$ cat config.mk
export PLATFORM = sky130hd
export DESIGN_NAME = adc_spi_responder
export DESIGN_NICKNAME = d
export VERILOG_FILES = /design/src/rtl/adc_spi_responder.sv
export SDC_FILE = /design/constraint.sdc
export NUM_CORES = 1
export LEC_CHECK = 0
export CORE_UTILIZATION = 39
export DETAILED_ROUTE_END_ITERATION = 16
export GPL_ROUTABILITY_DRIVEN = 0
export HOLD_SLACK_MARGIN = 0.03
export PLACE_DENSITY = 0.69
export SETUP_SLACK_MARGIN = 0.5
export SLEW_MARGIN = 15
export SYNTH_ARGS = -nofsm -noshare
export SYNTH_HDL_FRONTEND = slang
export SYNTH_SLANG_ARGS = --single-unit
$ cat constraint.sdc
create_clock -name clk -period 2.24 [get_ports clk]
set_input_delay 0.336 -clock clk [delete_from_list [all_inputs] [get_ports clk]]
set_output_delay 0.336 -clock clk [all_outputs]
set_load 0.01 [all_outputs]
$ cat src/rtl/adc_spi_responder.sv
// adc_spi_responder
// Device-side emulation of a two-channel 12-bit serial ADC (MCP3202-style
// framing). It serves conversion results taken from parallel channel inputs
// so that an ADC initiator can be exercised without the real chip.
//
// Parameters:
//   SYNC_STAGES  synchronizer depth on cs_n/sclk/din (2..3)
//
// Ports:
//   clk, rst        system clock, asynchronous active-high reset
//   adc_cs_n/sclk/din  initiator pins (asynchronous to clk)
//   adc_dout        registered serial result
//   ch0_value/ch1_value  12-bit channel values (dial, CdS)
//   busy            frame in progress
//   conv_done       one-clk pulse in the clk D0 first appears on adc_dout
//   conv_word       last served word, loaded with conv_done
//   frame_abort     one-clk pulse when cs_n rises mid-frame
//
// Build option: define ADC_LSBF_EN to add the LSB-first trailer (D1..D11
// after D0 when MSBF=0). Without it the frame always ends after D0.
module adc_spi_responder #(
  parameter int SYNC_STAGES = 2
) (
  input  logic        clk,
  input  logic        rst,
  input  logic        adc_cs_n,
  input  logic        adc_sclk,
  input  logic        adc_din,
  output logic        adc_dout,
  input  logic [11:0] ch0_value,
  input  logic [11:0] ch1_value,
  output logic        busy,
  output logic        conv_done,
  output logic [11:0] conv_word,
  output logic        frame_abort
);

  typedef enum logic [2:0] {
    S_IDLE, S_WAIT_START, S_CMD, S_NULLB, S_DATA, S_TRAIL, S_DONE
  } state_t;

  logic [SYNC_STAGES-1:0] cs_sync_q, cs_sync_d;
  logic [SYNC_STAGES-1:0] sclk_sync_q, sclk_sync_d;
  logic [SYNC_STAGES-1:0] din_sync_q, din_sync_d;
  logic                   sclk_prev_q, sclk_prev_d;

  state_t      state_q, state_d;
  logic [3:0]  cnt_q, cnt_d;
  logic        sgl_q, sgl_d;
  logic        msbf_q, msbf_d;
  logic [11:0] word_q, word_d;
  logic        dout_q, dout_d;
  logic        busy_q, busy_d;
  logic        done_q, done_d;
  logic [11:0] conv_word_q, conv_word_d;
  logic        abort_q, abort_d;

  logic        cs_s, sclk_s, din_s, sclk_rise, sclk_fall;
  logic [12:0] diff_01, diff_10;

  assign cs_s      = cs_sync_q[SYNC_STAGES-1];
  assign sclk_s    = sclk_sync_q[SYNC_STAGES-1];
  assign din_s     = din_sync_q[SYNC_STAGES-1];
  assign sclk_rise = sclk_s & ~sclk_prev_q;
  assign sclk_fall = ~sclk_s & sclk_prev_q;

  // 13-bit differences; bit 12 set means the result went negative.
  assign diff_01 = {1'b0, ch0_value} - {1'b0, ch1_value};
  assign diff_10 = {1'b0, ch1_value} - {1'b0, ch0_value};

  always_comb begin
    cs_sync_d   = {cs_sync_q[SYNC_STAGES-2:0], adc_cs_n};
    sclk_sync_d = {sclk_sync_q[SYNC_STAGES-2:0], adc_sclk};
    din_sync_d  = {din_sync_q[SYNC_STAGES-2:0], adc_din};
    sclk_prev_d = sclk_s;

    state_d     = state_q;
    cnt_d       = cnt_q;
    sgl_d       = sgl_q;
    msbf_d      = msbf_q;
    word_d      = word_q;
    dout_d      = dout_q;
    conv_word_d = conv_word_q;
    done_d      = 1'b0;
    abort_d     = 1'b0;

    // cs_n high outranks any sclk edge seen in the same clk.
    if (state_q != S_IDLE && cs_s) begin
      state_d = S_IDLE;
      dout_d  = 1'b0;
      abort_d = (state_q == S_CMD) || (state_q == S_NULLB) ||
                (state_q == S_DATA) || (state_q == S_TRAIL);
    end else begin
      case (state_q)
        S_IDLE: begin
          dout_d = 1'b0;
          if (!cs_s) state_d = S_WAIT_START;
        end
        S_WAIT_START: begin
          // leading zeros are ignored; the first 1 is the start bit
          if (sclk_rise && din_s) begin
            state_d = S_CMD;
            cnt_d   = 4'd0;
          end
        end
        S_CMD: begin
          if (sclk_rise) begin
            cnt_d = cnt_q + 4'd1;
            case (cnt_q)
              4'd0: sgl_d = din_s;
              4'd1: begin
                // the word is frozen here for the rest of the frame
                if (sgl_q)      word_d = din_s ? ch1_value : ch0_value;
                else if (din_s) word_d = diff_10[12] ? 12'd0 : diff_10[11:0];
                else            word_d = diff_01[12] ? 12'd0 : diff_01[11:0];
              end
              default: begin
                msbf_d  = din_s;
                state_d = S_NULLB;
              end
            endcase
          end
        end
        S_NULLB: begin
          if (sclk_fall) begin
            dout_d  = 1'b0;
            state_d = S_DATA;
            cnt_d   = 4'd11;
          end
        end
        S_DATA: begin
          if (sclk_fall) begin
            dout_d = word_q[cnt_q];
            if (cnt_q == 4'd0) begin
              done_d      = 1'b1;
              conv_word_d = word_q;
`ifdef ADC_LSBF_EN
              if (!msbf_q) begin
                state_d = S_TRAIL;
                cnt_d   = 4'd1;
              end else begin
                state_d = S_DONE;
              end
`else
              state_d = S_DONE;
`endif
            end else begin
              cnt_d = cnt_q - 4'd1;
            end
          end
        end
`ifdef ADC_LSBF_EN
        S_TRAIL: begin
          // D0 is shared; resend D1..D11 reusing the bit counter
          if (sclk_fall) begin
            dout_d = word_q[cnt_q];
            if (cnt_q == 4'd11) state_d = S_DONE;
            else                cnt_d = cnt_q + 4'd1;
          end
        end
`endif
        S_DONE: begin
          // the last bit is held until the next fall so the initiator can
          // still sample it on the following rise
          if (sclk_fall) dout_d = 1'b0;
        end
        default: begin
          state_d = S_IDLE;
          dout_d  = 1'b0;
        end
      endcase
    end

    busy_d = (state_d != S_IDLE);
  end

  always_ff @(posedge clk or posedge rst) begin
    if (rst) begin
      cs_sync_q   <= '1;
      sclk_sync_q <= '0;
      din_sync_q  <= '0;
      sclk_prev_q <= 1'b0;
      state_q     <= S_IDLE;
      cnt_q       <= 4'd0;
      sgl_q       <= 1'b0;
      msbf_q      <= 1'b0;
      word_q      <= 12'd0;
      dout_q      <= 1'b0;
      busy_q      <= 1'b0;
      done_q      <= 1'b0;
      conv_word_q <= 12'd0;
      abort_q     <= 1'b0;
    end else begin
      cs_sync_q   <= cs_sync_d;
      sclk_sync_q <= sclk_sync_d;
      din_sync_q  <= din_sync_d;
      sclk_prev_q <= sclk_prev_d;
      state_q     <= state_d;
      cnt_q       <= cnt_d;
      sgl_q       <= sgl_d;
      msbf_q      <= msbf_d;
      word_q      <= word_d;
      dout_q      <= dout_d;
      busy_q      <= busy_d;
      done_q      <= done_d;
      conv_word_q <= conv_word_d;
      abort_q     <= abort_d;
    end
  end

  assign adc_dout    = dout_q;
  assign busy        = busy_q;
  assign conv_done   = done_q;
  assign conv_word   = conv_word_q;
  assign frame_abort = abort_q;

endmodule

==> results.toml <==
[outcome]
status = "finished with violations"
violations = "setup timing"

[synthesis]
ys_async_sr_fraction_pct = 100.0
yosys-top-cells-area = "dfrtp_1 (28%), ha_1 (9.9%), a21oi_1 (6.2%)"
seq_area_frac_synth_pct = 29.55
syn_nets = 466
synth_top_area_share_pct = 28.11
syn_avg_cell_area_sq_um = 8.990
ys.flop_type = "dfrtp_1"
yosys_warnings = 0
synthCells = 406
ys_ff_latch = 43
ys_types = 69
synth_edf_count = 0
syn-cell-area_sq_um = 3650
yosysTopAreaCell = "dfrtp_1"

[pwr]
powerDensity_nw_per_um2 = 698.7
p_leak_nw = 2.522
peakVddDrop_v = 0.0003095

[global_routing]
grt.total_usage_pct = 20.20
use_met1_pct = 24.79
busiest_layer = "met2"
grt_pass1_vias = 3477
grt-ovfl-total = 0
grt_use_met2_pct = 36.04
antenna_found_initial = 0
grtUsageMet3_pct = 2.979
grt_start_max_net_pins = 44
grt_first_pass_wirelength_um = 15990

[die]
io_pins = 45
die_w_um = 98.74
die_y_um = 98.74
start_util_pct = 41.05
fp.coreArea_sq_um = 8891
die_area_sq_um = 9750
fp-row-count = 34

[routing]
wl_per_cell_um = 15.64
drcViolationCount = 0
drt-vias-per-instance = 5.564
drt_iter0_drc = 209
ant_nets = 0
route.vias.total = 3561
first_pass_iters = 4
wl_um = 10010

[timing]
tightest_slew_ns = 0.6367
hold_viol = 0
grt_setup_unrepaired = "true"
finalCritPeriodShare_pct = 106.0
relSlewSlack_pct = 57.39
setup_viol = 12
min_period_ns = 2.374
setup_ws_ns = -0.1345
clock_skew_ns = 0.007795
max_freq_mhz = 421.2
slew_viol_final = 0

[cells_and_area]
fillerInstances = 711
antenna_cells = 0
final_core_util_pct = 61.38
final_nets = 591
layout_commonest_cell = "buf_4"
drive_gt1_share_pct = 39.47
final_cell_mix = "buf_4 (87), dfrtp_1 (40), a21oi_1 (39)"
final_area_sq_um = 5458
finalNonFillerCells = 640
syn_to_final_growth_pct = 49.54

[worst_setup_path]
cp_slowest_cell = "a221oi_4"
cp.arrival_ns = 2.56
path_cells = "buf_6 > buf_6 > buf_12 > inv_12 > ha_4 > inv_2 > fa_2 > a21o_1 > a221oi_4 > buf_4 > o41ai_4 > buf_4 > buf_8 > a22oi_2 > a21oi_1"
worstPathRequired_ns = 2.43
startpoint_type = "input pin"
max_stage_delay_ns = 0.35
crit_path_end_kind = "register"
crit_fanout = 7
crit_type = "input pin to register"

[clock_network]
root_buffer = "clkbuf_8"
clk_pin_slew_ns = 0.08
cts_buffers = 5
clk_path_buf_depth = 2
clock_latency_ns = 0.30
clock_sinks = 43
cts_tree = "done"
htreeDepth = 2
hold_buffers = 0

[placement]
hpwlAfterDp_um = 7013
dp.cells = 614
dpl-instance-area_sq_um = 4773
port_buffers = 44

[min_path]
min_path_type = "register to register"

[job]
drv_cap = 0
## report_power, final
part	internal, mW	switching, mW
Combinational	1.10	1.00
Clock	0.334	0.259
Sequential	0.937	0.183
Total	2.37	1.45
## final timing paths
| check | start | to | slack (ns) | depth (start not counted) |
|---|---|---|---|---|
| worst max-delay path | ch1_value[0] | word_q[4] | -0.13 | 15 |
| worst min-delay path | din_sync_q[0] | din_sync_q[1] | 0.35 | 0 |
| worst max register to register | cnt_q[0] | word_q[1] | 0.16 | 7 |
| worst min register to register | din_sync_q[0] | din_sync_q[1] | 0.35 | 0 |
| max in group asynchronous | rst | state_q[1] | 1.38 | 3 |
| min in group asynchronous | rst | conv_word[4] | 0.46 | 3 |
## worst max-delay path, delay by kind of cell
kind	cells	cell delay (ns)
fa+ha+maj	2	0.45
buf+inv	8	0.87
compound gates	5	0.92
## per-layer routing
layer	up-vias	part of all wire, %
met3	23	4.4
li1	1711	-
met4	0	2.0
met2	112	51
met5	-	0
met1	1715	42
## per-stage QoR
stage | hold WS [ns] | setup WS [ns] | TNS (ns) | total power, mW
3_5_place_dp | 0.3364 | -0.9066 | -9.335 | 2.819
3_3_place_gp | 0.3351 | -0.8334 | -8.601 | 2.763
5_1_grt | 0.3656 | -0.2258 | -2.103 | 4.050
4_1_cts | 0.3571 | -0.2158 | -1.673 | 3.588
2_1_floorplan | 0.3312 | -0.2321 | -1.170 | 2.211
6_report | 0.3539 | -0.1345 | -1.026 | 3.813
## state kept, by name, summed over array words and instances (netlist names)
name and flops:
din_sync_q 2, frame_abort 1, conv_done 1, busy 1, sgl_q 1, sclk_sync_q 2, state_q 3, conv_word 12
word_q 12, sclk_prev_q 1, cnt_q 4, cs_sync_q 2, adc_dout 1
## cells in the mapped netlist (4+ instances only)
cell type / instances
a21o_1: 6
a21oi_1: 45
a221o_1: 4
a22oi_1: 8
a31oi_1: 6
and3_1: 5
buf_2: 6
buf_6: 7
clkbuf_1: 12
dfrtp_1: 41
ha_1: 29
inv_1: 36
mux2_4: 7
mux2i_1: 11
nand2_1: 30
nand2b_1: 5
nand3_1: 4
nor2_1: 21
nor2b_1: 7
nor3_1: 4
nor3b_1: 5
o21ai_0: 18
xnor2_1: 9
xor2_1: 6
## layout make-up
cell class	instances	area [sq um]	share of cell area, %
Multi-Input combinational cell	298	2699	49.45
Timing Repair Buffer	146	1269	23.25
Sequential cell	43	1080	19.78
Inverter	37	168.9	3.095
Tap cell	108	135.1	2.476
Clock buffer	7	76.32	1.398
Clock inverter	1	30.03	0.5502
## cell families (layout without fill, tap and decap cells)
kind of cell,Yosys count,count (layout),share of synthesized area (%)
xor gates and xnor gates,15,15,3.600
muxes,25,25,8.982
AOI/OAI and AO/OA,128,128,23.59
and+or+nand+nor,98,99,14.09
adders and majority gates,31,31,11.04
buffers and inverters,66,191,9.153
DFF,43,43,29.55
## what timing repair did
item,in CTS,in global routing
setup buffers,11,6
resized for setup,68,43
cloned,1,0
setup endpoints to repair,32,32
pin swaps,28,31
endpoints found under the hold margin,0,0
(Power assumes the default switching activity.)
